===== config.mk =====
export PLATFORM = sky130hd
export DESIGN_NAME = esp32_boot_sequencer
export DESIGN_NICKNAME = d
export VERILOG_FILES = /design/src/rtl/esp32_boot_sequencer.sv
export SDC_FILE = /design/constraint.sdc
export NUM_CORES = 1
export LEC_CHECK = 0
export BUFFER_PORTS_ARGS = -buffer_cell sky130_fd_sc_hd__clkbuf_2
export CORE_UTILIZATION = 30
export DETAILED_ROUTE_END_ITERATION = 12
export GPL_TIMING_DRIVEN = 0
export PLACE_DENSITY = 0.44
export RECOVER_POWER = 100
export SLEW_MARGIN = 20
export SYNTH_ARGS = -nofsm -noshare
export SYNTH_HDL_FRONTEND = slang
export SYNTH_SLANG_ARGS = --single-unit

===== constraint.sdc =====
create_clock -name clk_25mhz -period 2.1 [get_ports clk_25mhz]
set_clock_uncertainty 0.05 [all_clocks]
set_input_delay 0.105 -clock clk_25mhz [delete_from_list [all_inputs] [get_ports clk_25mhz]]
set_output_delay 0.105 -clock clk_25mhz [all_outputs]
set_load 0.05 [all_outputs]

===== src/rtl/esp32_boot_sequencer.sv =====
// Purpose : drives the ESP32 EN / GPIO0 / GPIO2 straps from USB-serial DTR/RTS (esptool auto-reset) and a boot button.
// Latency : pin edge to wifi_en is C_sync_stages+2 clocks (synchronizer, state register, output register).
// Backpressure: none; the sequencer free-runs and requests are level-sampled every clock.
//
// Ports:
//   clk_25mhz   - single clock, all logic on the rising edge
//   rst         - synchronous active-high reset
//   ftdi_ndtr   - asynchronous DTR line from the USB-serial bridge
//   ftdi_nrts   - asynchronous RTS line from the USB-serial bridge
//   btn0_n      - debounced active-low manual boot button, passed to GPIO0 while idle
//   wifi_en     - ESP32 enable, active high
//   wifi_gpio0  - ESP32 GPIO0 strap, 0 selects download mode
//   strap_oe    - high while the top level must drive GPIO2 (sd_d[0]) low
//   prog_active - high while a reset/strap sequence is in progress
//   prog_count  - number of completed download-mode entries, wraps at 8 bits
//   state_dbg   - FSM encoding, registered alongside the other outputs

module esp32_boot_sequencer #(
  parameter int C_sync_stages   = 2,
  parameter int C_en_low_cycles = 2500,
  parameter int C_strap_cycles  = 131072
) (
  input  logic       clk_25mhz,
  input  logic       rst,
  input  logic       ftdi_ndtr,
  input  logic       ftdi_nrts,
  input  logic       btn0_n,
  output logic       wifi_en,
  output logic       wifi_gpio0,
  output logic       strap_oe,
  output logic       prog_active,
  output logic [7:0] prog_count,
  output logic [1:0] state_dbg
);

  typedef enum logic [1:0] {
    IDLE    = 2'b00,
    RESET   = 2'b01,
    STRAP   = 2'b10,
    ILLEGAL = 2'b11
  } state_t;

  localparam logic [19:0] EN_LOW_LAST = 20'(C_en_low_cycles - 1);
  localparam logic [19:0] STRAP_LAST  = 20'(C_strap_cycles - 1);
  localparam logic [19:0] CNT_MAX     = 20'hF_FFFF;

  // Synchronizers idle high so a reset never looks like a request.
  logic [C_sync_stages-1:0] ndtr_sync;
  logic [C_sync_stages-1:0] nrts_sync;

  always_ff @(posedge clk_25mhz) begin
    if (rst) begin
      ndtr_sync <= '1;
      nrts_sync <= '1;
    end else begin
      ndtr_sync <= {ndtr_sync[C_sync_stages-2:0], ftdi_ndtr};
      nrts_sync <= {nrts_sync[C_sync_stages-2:0], ftdi_nrts};
    end
  end

  logic [1:0] d;
  logic       req_rst;
  logic       req_boot;

  assign d        = {ndtr_sync[C_sync_stages-1], nrts_sync[C_sync_stages-1]};
  assign req_rst  = (d == 2'b10);
  assign req_boot = (d == 2'b01);

  state_t      state;
  logic [19:0] cnt;
  logic [19:0] cnt_inc;

  // Saturating increment: a long-held reset request must not wrap the
  // counter back below the EN-low minimum.
  assign cnt_inc = (cnt == CNT_MAX) ? cnt : cnt + 20'd1;

  always_ff @(posedge clk_25mhz) begin
    if (rst) begin
      state       <= IDLE;
      cnt         <= '0;
      prog_count  <= '0;
      wifi_en     <= 1'b1;
      wifi_gpio0  <= 1'b1;
      strap_oe    <= 1'b0;
      prog_active <= 1'b0;
      state_dbg   <= IDLE;
    end else begin
      // Outputs follow the state one clock later. Each state drives EN and
      // GPIO0 together from one decode, so they can never both be low.
      state_dbg <= state;
      case (state)
        RESET: begin
          wifi_en     <= 1'b0;
          wifi_gpio0  <= 1'b1;
          strap_oe    <= 1'b0;
          prog_active <= 1'b1;
        end
        STRAP: begin
          wifi_en     <= 1'b1;
          wifi_gpio0  <= 1'b0;
          strap_oe    <= 1'b1;
          prog_active <= 1'b1;
        end
        default: begin
          wifi_en     <= 1'b1;
          wifi_gpio0  <= btn0_n;
          strap_oe    <= 1'b0;
          prog_active <= 1'b0;
        end
      endcase

      case (state)
        IDLE: begin
          // REQ_BOOT alone is ignored: without an EN pulse the strap is useless.
          if (req_rst) begin
            state <= RESET;
            cnt   <= '0;
          end
        end
        RESET: begin
          cnt <= cnt_inc;
          if ((cnt >= EN_LOW_LAST) && !req_rst) begin
            if (req_boot) begin
              state <= STRAP;
              cnt   <= '0;
            end else begin
              state <= IDLE;
            end
          end
        end
        STRAP: begin
          // A fresh reset request wins over the strap timeout.
          if (req_rst) begin
            state <= RESET;
            cnt   <= '0;
          end else if (cnt == STRAP_LAST) begin
            state      <= IDLE;
            prog_count <= prog_count + 8'd1;
          end else begin
            cnt <= cnt_inc;
          end
        end
        default: begin
          state <= IDLE;
          cnt   <= '0;
        end
      endcase
    end
  end

endmodule


# After elaboration in Yosys (flattened, before gate mapping)
# Index checks and enable logic that the tools add are counted.
# totals
elab_cells	48
output_inout_bits	14
ff_bits	40
input_bits	5
# classes
eq_ne	10
magnitude_cmp	1
muxes	17
bitwise_logic	1
n_reduce_logical	7
n_addsub	2
# ops
cell	n
$mux 20	6
$pmux 20 s3	1
$add 20x1->20 const B	1
$eq 20x17->1 const B	1
$eq 20x20->1 const B	1
$ge 20x12->1 const B	1
$mux 2	5
$add 8x1->8 const B	1
$ne 3x3->1 const B	2
$pmux 2 s3	1
$reduce_and 3->1	2
$eq 2x1->1 const B	2
$eq 2x2->1 const B	2
$ne 2x2->1 const B	2
$mux 1	3
$logic_not 2->1	1
$pmux 1 s2	1
$reduce_and 2->1	1
$reduce_or 2->1	1
$logic_and 1x1->1	1
$logic_not 1->1	1
$not 1->1	1

# Depth between registers and ports, before layout
# logic_depth
depth_word	5
mapped_depth	8
depth_no_buf	7

# Worst setup path before layout
# OpenSTA, ideal clock, no wires.
# synth_timing
path_type	register -> register
from	reg state[0]
to	reg cnt[15]
path_slack_ns	0.146
path_buffers	0
required_time_ns	1.979
arrival_time_ns	1.834
synth_period_minus_slack_ns	1.954
setup_ns	0.071
path_stages_with_launch	8
cell_sequence	dfxtp_1 > inv_1 > ha_1 > inv_1 > o31ai_4 > a41o_2 > or4_1 > a21oi_1
# synth_via
elab_chain_cells	3
word_cells_on_any_way	7
cone_classes	eq/ne (4); mux (1); reduce/logical (2)
# synth_lines
item	line_no	source
start, declared	69	state_t state;
start signal, assigned	79	state <= IDLE;
start signal, assigned	116	state <= RESET;
start signal, assigned	124	state <= STRAP;
$eq 2x2->1 or $logic_not 2->1 (tied branches)	112	case (state)
$ne 3x3->1 (no line) or $ne 2x2->1 (tied branches)	n/a	
$reduce_and 2->1 (no line)	n/a	
end signal, assigned	121	cnt <= cnt_inc;
end signal, assigned	140	cnt <= cnt_inc;
end, declared	70	logic [19:0] cnt;
# Several ways; a longest one is shown, not always the timed one.
# A chain may end at the register's enable or synchronous reset.

# Worst setup path after layout
# layout_timing
from	reg cnt[0]
to	reg state[0]
# layout_via
elab_chain_cells	4
word_cells_on_any_way	6
cone_classes	order compare (1); eq/ne (3); reduce/logical (2)
# layout_lines
item	line_no	source
$ge 20x12->1	122	if ((cnt >= EN_LOW_LAST) && !req_rst) begin
$logic_and 1x1->1	122	
$ne 2x2->1 (no line)	n/a	
$reduce_and 3->1 (no line) *	n/a	
end signal, assigned	124	
end signal, assigned	127	state <= IDLE;
end signal, assigned	134	state <= RESET;
# Mark *: on every way between the ends. The rest lies on a longest branch, timed or not.

==> results by group <==
Floorplanning
  • Io pins: 19
  • Core footprint: ~0.0064 mm^2
  • Initial Utilization: about a third
  • DIE HEIGHT: 84.2 um
  • Die Width: around 84 um
  • Rows: 29
  • Die area: a little over 0.007 mm^2

Setup path
  • Worst-path cell chain: ha_1 -> nor3_1 -> a22oi_1 -> and3_1 -> o32ai_2 -> mux2_2
  • Worst reg2reg setup slack: around 43 ps
  • Worst r2r src: cnt[0]
  • CP required: 2230 ps
  • Kind of critical path: register to register
  • Reg2reg path depth: 6
  • Slowest cell on the critical path: mux2_2
  • Critical path's largest stage delay: between 300 and 400 ps
  • Setup crit end: state[0]
  • Startpoint types: register
  • CP arrival: 2190 ps
  • Crit path depth: 6
  • Family with the most delay on the worst path: compound AO/OA/AOI/OAI gates
  • Reg2reg end: state[0]
  • Crit end category: register
  • Crit Path Max Fanout: 6
  • Launch point of the critical path: cnt[0]
  • CP bufs+invs: 0

Logic synthesis
  • Cell area after synthesis: around 0.002 mm^2
  • Ys Warns: 0
  • Post-synthesis async set-or-reset flop share: 0%
  • Synth cell types: 52
  • Gate Count Post-Synth: roughly 230
  • Number of synthesized flops with an enable pin: 0
  • Ys flop type: dfxtp_1
  • Syn Nets: 243
  • Avg Synthesized Cell Area: 8.74 um^2
  • Yosys reg bits: 40
  • Seq/Total Area, Yosys: between 30 and 40%

STA
  • Final period util: around 100%
  • Final WS setup: 42.7 ps
  • Relative slew slack: between 50% and 60%
  • Final setup fails: 0
  • Final hold violation count: 0
  • RSZ-0062 raised after global routing: yes
  • Fmax: between 400 and 500 MHz
  • Min Hold Slack: between 100 and 150 ps
  • Least-Margin Pin Slew: between 600 and 700 ps
  • Final Max Tran Viols: 0
  • Min Tclk post-route: 2060 ps

Pwr
  • Pwr Density: around 800 mW/mm^2
  • Pint: roughly 1.3 mW
  • Combinational power share: about a quarter
  • Leak Pwr: approximately 0.83 nW
  • Sw frac: between 30% and 40%
  • Clk pwr share: roughly 33%
  • Psw: 0.611 mW
  • Reg power frac: between 40% and 50%
  • VDD IR max: roughly 0.44 mV

Global route
  • Pin count of the biggest net entering global routing: 13
  • GRT Overall Usage: between 10% and 20%
  • First-pass GRT wire length: between 8 and 9 mm
  • Initial antenna violation count: 0
  • Vias in the first global route: 1722
  • Grt ovf: 0

Route
  • DR iter-0 viols: 65
  • DRT Pass-1 Iters: 4
  • DRC: 0
  • Vias per std cell: just over 5
  • DR WL/cell: around 14 um
  • Antenna-violating nets left: 0
  • Vias: approximately 1.8k
  • Overall routed net length: 4.85 mm

Place
  • Worst slack, placed: -81.7 ps
  • DP Area: between 0.002 and 0.0025 mm^2
  • GP Congestion: approximately 0.76
  • Hpwl dp: roughly 3.5 mm
  • PortBufs: 17

Clocking
  • Clock Root Buffer: clkbuf_8
  • CTS tree: built
  • Clk_lat worst skew: 290 ps
  • Longest Clk Path Bufs: 2
  • Clock Sinks: 40
  • Clk slew on worst S/H paths: about 80 ps
  • H-tree levels: 2
  • CTS Buf Count: 5

Layout
  • Layout cells sized above 1: 16.5%
  • Fillcell total: 669
  • Final antenna diode count: 0
  • Final-stage net count: ~280
  • Synth-to-layout area growth: 19.3%
  • Final Cell Area: 0.00242 mm^2
  • Area of the multi-input gates: 0.00120 mm^2
  • FF+latch area: approximately 800 um^2

Hold path
  • Worst Hold Path Cells: 2
  • Hold/Removal Path Class: primary input to register

Job
  • Max_cap viols: 0

Outcome
  • Status: complete, no violations
-- cell families (layout without fill, tap and decap cells) --
logic type	count (synthesis)	in the layout	synth area share, %
DFF	40	40	39.5
buffers and inverters	14	49	2.84
adders and majority gates	6	6	3.70
muxes	5	5	2.59
and+or+nand+nor	112	112	32.8
xor gates and xnor gates	10	10	4.32
AOI/OAI and AO/OA	45	45	14.3
-- state kept, by name, indices dropped and copies added, names as in the netlist --
register / count
cnt: 20
prog_count: 8
ndtr_sync: 2
nrts_sync: 2
state: 2
state_dbg: 2
prog_active: 1
strap_oe: 1
wifi_en: 1
wifi_gpio0: 1
-- worst reg2reg max path, stage by stage (launching register included) --
cell     delay (ps)
dfxtp_1         340
ha_1            300
nor3_1          160
a22oi_1         130
and3_1          220
o32ai_2         360
mux2_2          380
-- cell type report --
cell class	count	share of cell area, %
Buffer	6	1.35
Sequential cell	40	33.2
Clock buffer	6	3.00
Clock inverter	2	1.45
Tap cell	77	3.99
Multi-Input combinational cell	178	49.7
Timing Repair Buffer	27	6.06
Inverter	8	1.24
-- cell usage after synthesis, types with 2 or more instances --
cell type   n  area (um^2)
mux2i_1     3         30.0
nand3_4     2         35.0
and3_1      3         18.8
nand3_1    11         55.1
o21ai_0    11         55.1
a211oi_1    4         30.0
a31oi_1     2         12.5
mux2_2      2         22.5
nand2b_1    2         12.5
nand4_1     5         31.3
nor3_1      8         40.0
inv_1       8         30.0
xor2_1      4         35.0
ha_1        6         75.1
o31ai_1     3         22.5
nor4_1      7         43.8
or3_1       9         56.3
clkbuf_1    4         15.0
or2_2       4         25.0
nand2_1    18         67.6
a21oi_1    15         75.1
dfxtp_1    40          801
xnor2_1     6         52.6
nor3b_1     2         15.0
and4_1      4         35.0
and2_1      5         31.3
nor2_1     19         71.3
-- power groups by stage --
stage	sequential, mW	clock (mW)	combinational, mW
floorplan	0.906	0	0.239
CTS	0.827	0.646	0.444
detailed placement	0.844	0	0.417
global route	0.831	0.689	0.528
global placement	0.844	0	0.423
finish	0.825	0.629	0.484
-- how the worst min path moves through the flow --
stage               from           end  slack [ps]
6_report             rst  state_dbg[1]         130
3_5_place_dp   ftdi_ndtr  ndtr_sync[0]         240
2_1_floorplan  ftdi_ndtr  ndtr_sync[0]         160
5_1_grt              rst  state_dbg[1]         160
3_3_place_gp   ftdi_ndtr  ndtr_sync[0]         240
4_1_cts              rst  state_dbg[1]         140
-- layer usage --
| layer | global-route usage, % | vias up | share of wire, % |
|---|---|---|---|
| met4 | 5.17 | 0 | 0.60 |
| met1 | 18.4 | 818 | 49 |
| met3 | 2.95 | 2 | 2.9 |
| li1 | - | 922 | - |
| met5 | 0 | - | 0 |
| met2 | 25.2 | 25 | 48 |
-- through the flow --
stage          util, %  instances  total power, mW  setup TNS, ps
2_1_floorplan        -        232             1.14              0
3_3_place_gp      34.4        326             1.27          -1230
3_5_place_dp      34.4        326             1.26           -695
4_1_cts           37.3        341             1.92              0
5_1_grt           37.6        344             2.05           -154
6_report          37.6        344             1.94              0
-- cell usage in the layout (no fill, tap or decap), types with 2 or more instances in the layout --
cell and count:
dfxtp_1 39, nand2_1 18, nor2_1 18, clkbuf_1 18, a21oi_1 15, nand3_1 11, o21ai_0 11, or3_1 9
inv_1 8, nor3_1 8, nor4_1 6, xnor2_1 6, buf_4 5, and2_1 5, nand4_1 5, ha_1 5
clkbuf_8 5, and4_1 4, clkbuf_2 4, a211oi_1 4, or2_2 4, xor2_1 4, clkbuf_4 3, mux2i_1 3
and3_1 3, dlygate4sd3_1 3, nand3_4 2, nor3b_1 2, nand2b_1 2, a31oi_1 2, mux2_2 2, o31ai_1 2
-- timing repair --
action | CTS | global route
gates cloned | 0 | 0
hold buffers | 3 | 0
endpoints found under the hold margin | 3 | 0
resized for setup | 5 | 8
setup buffers | 4 | 3
pin swaps | 2 | 1
endpoints found under the setup margin | 24 | 24
(Power assumes the default switching activity.)
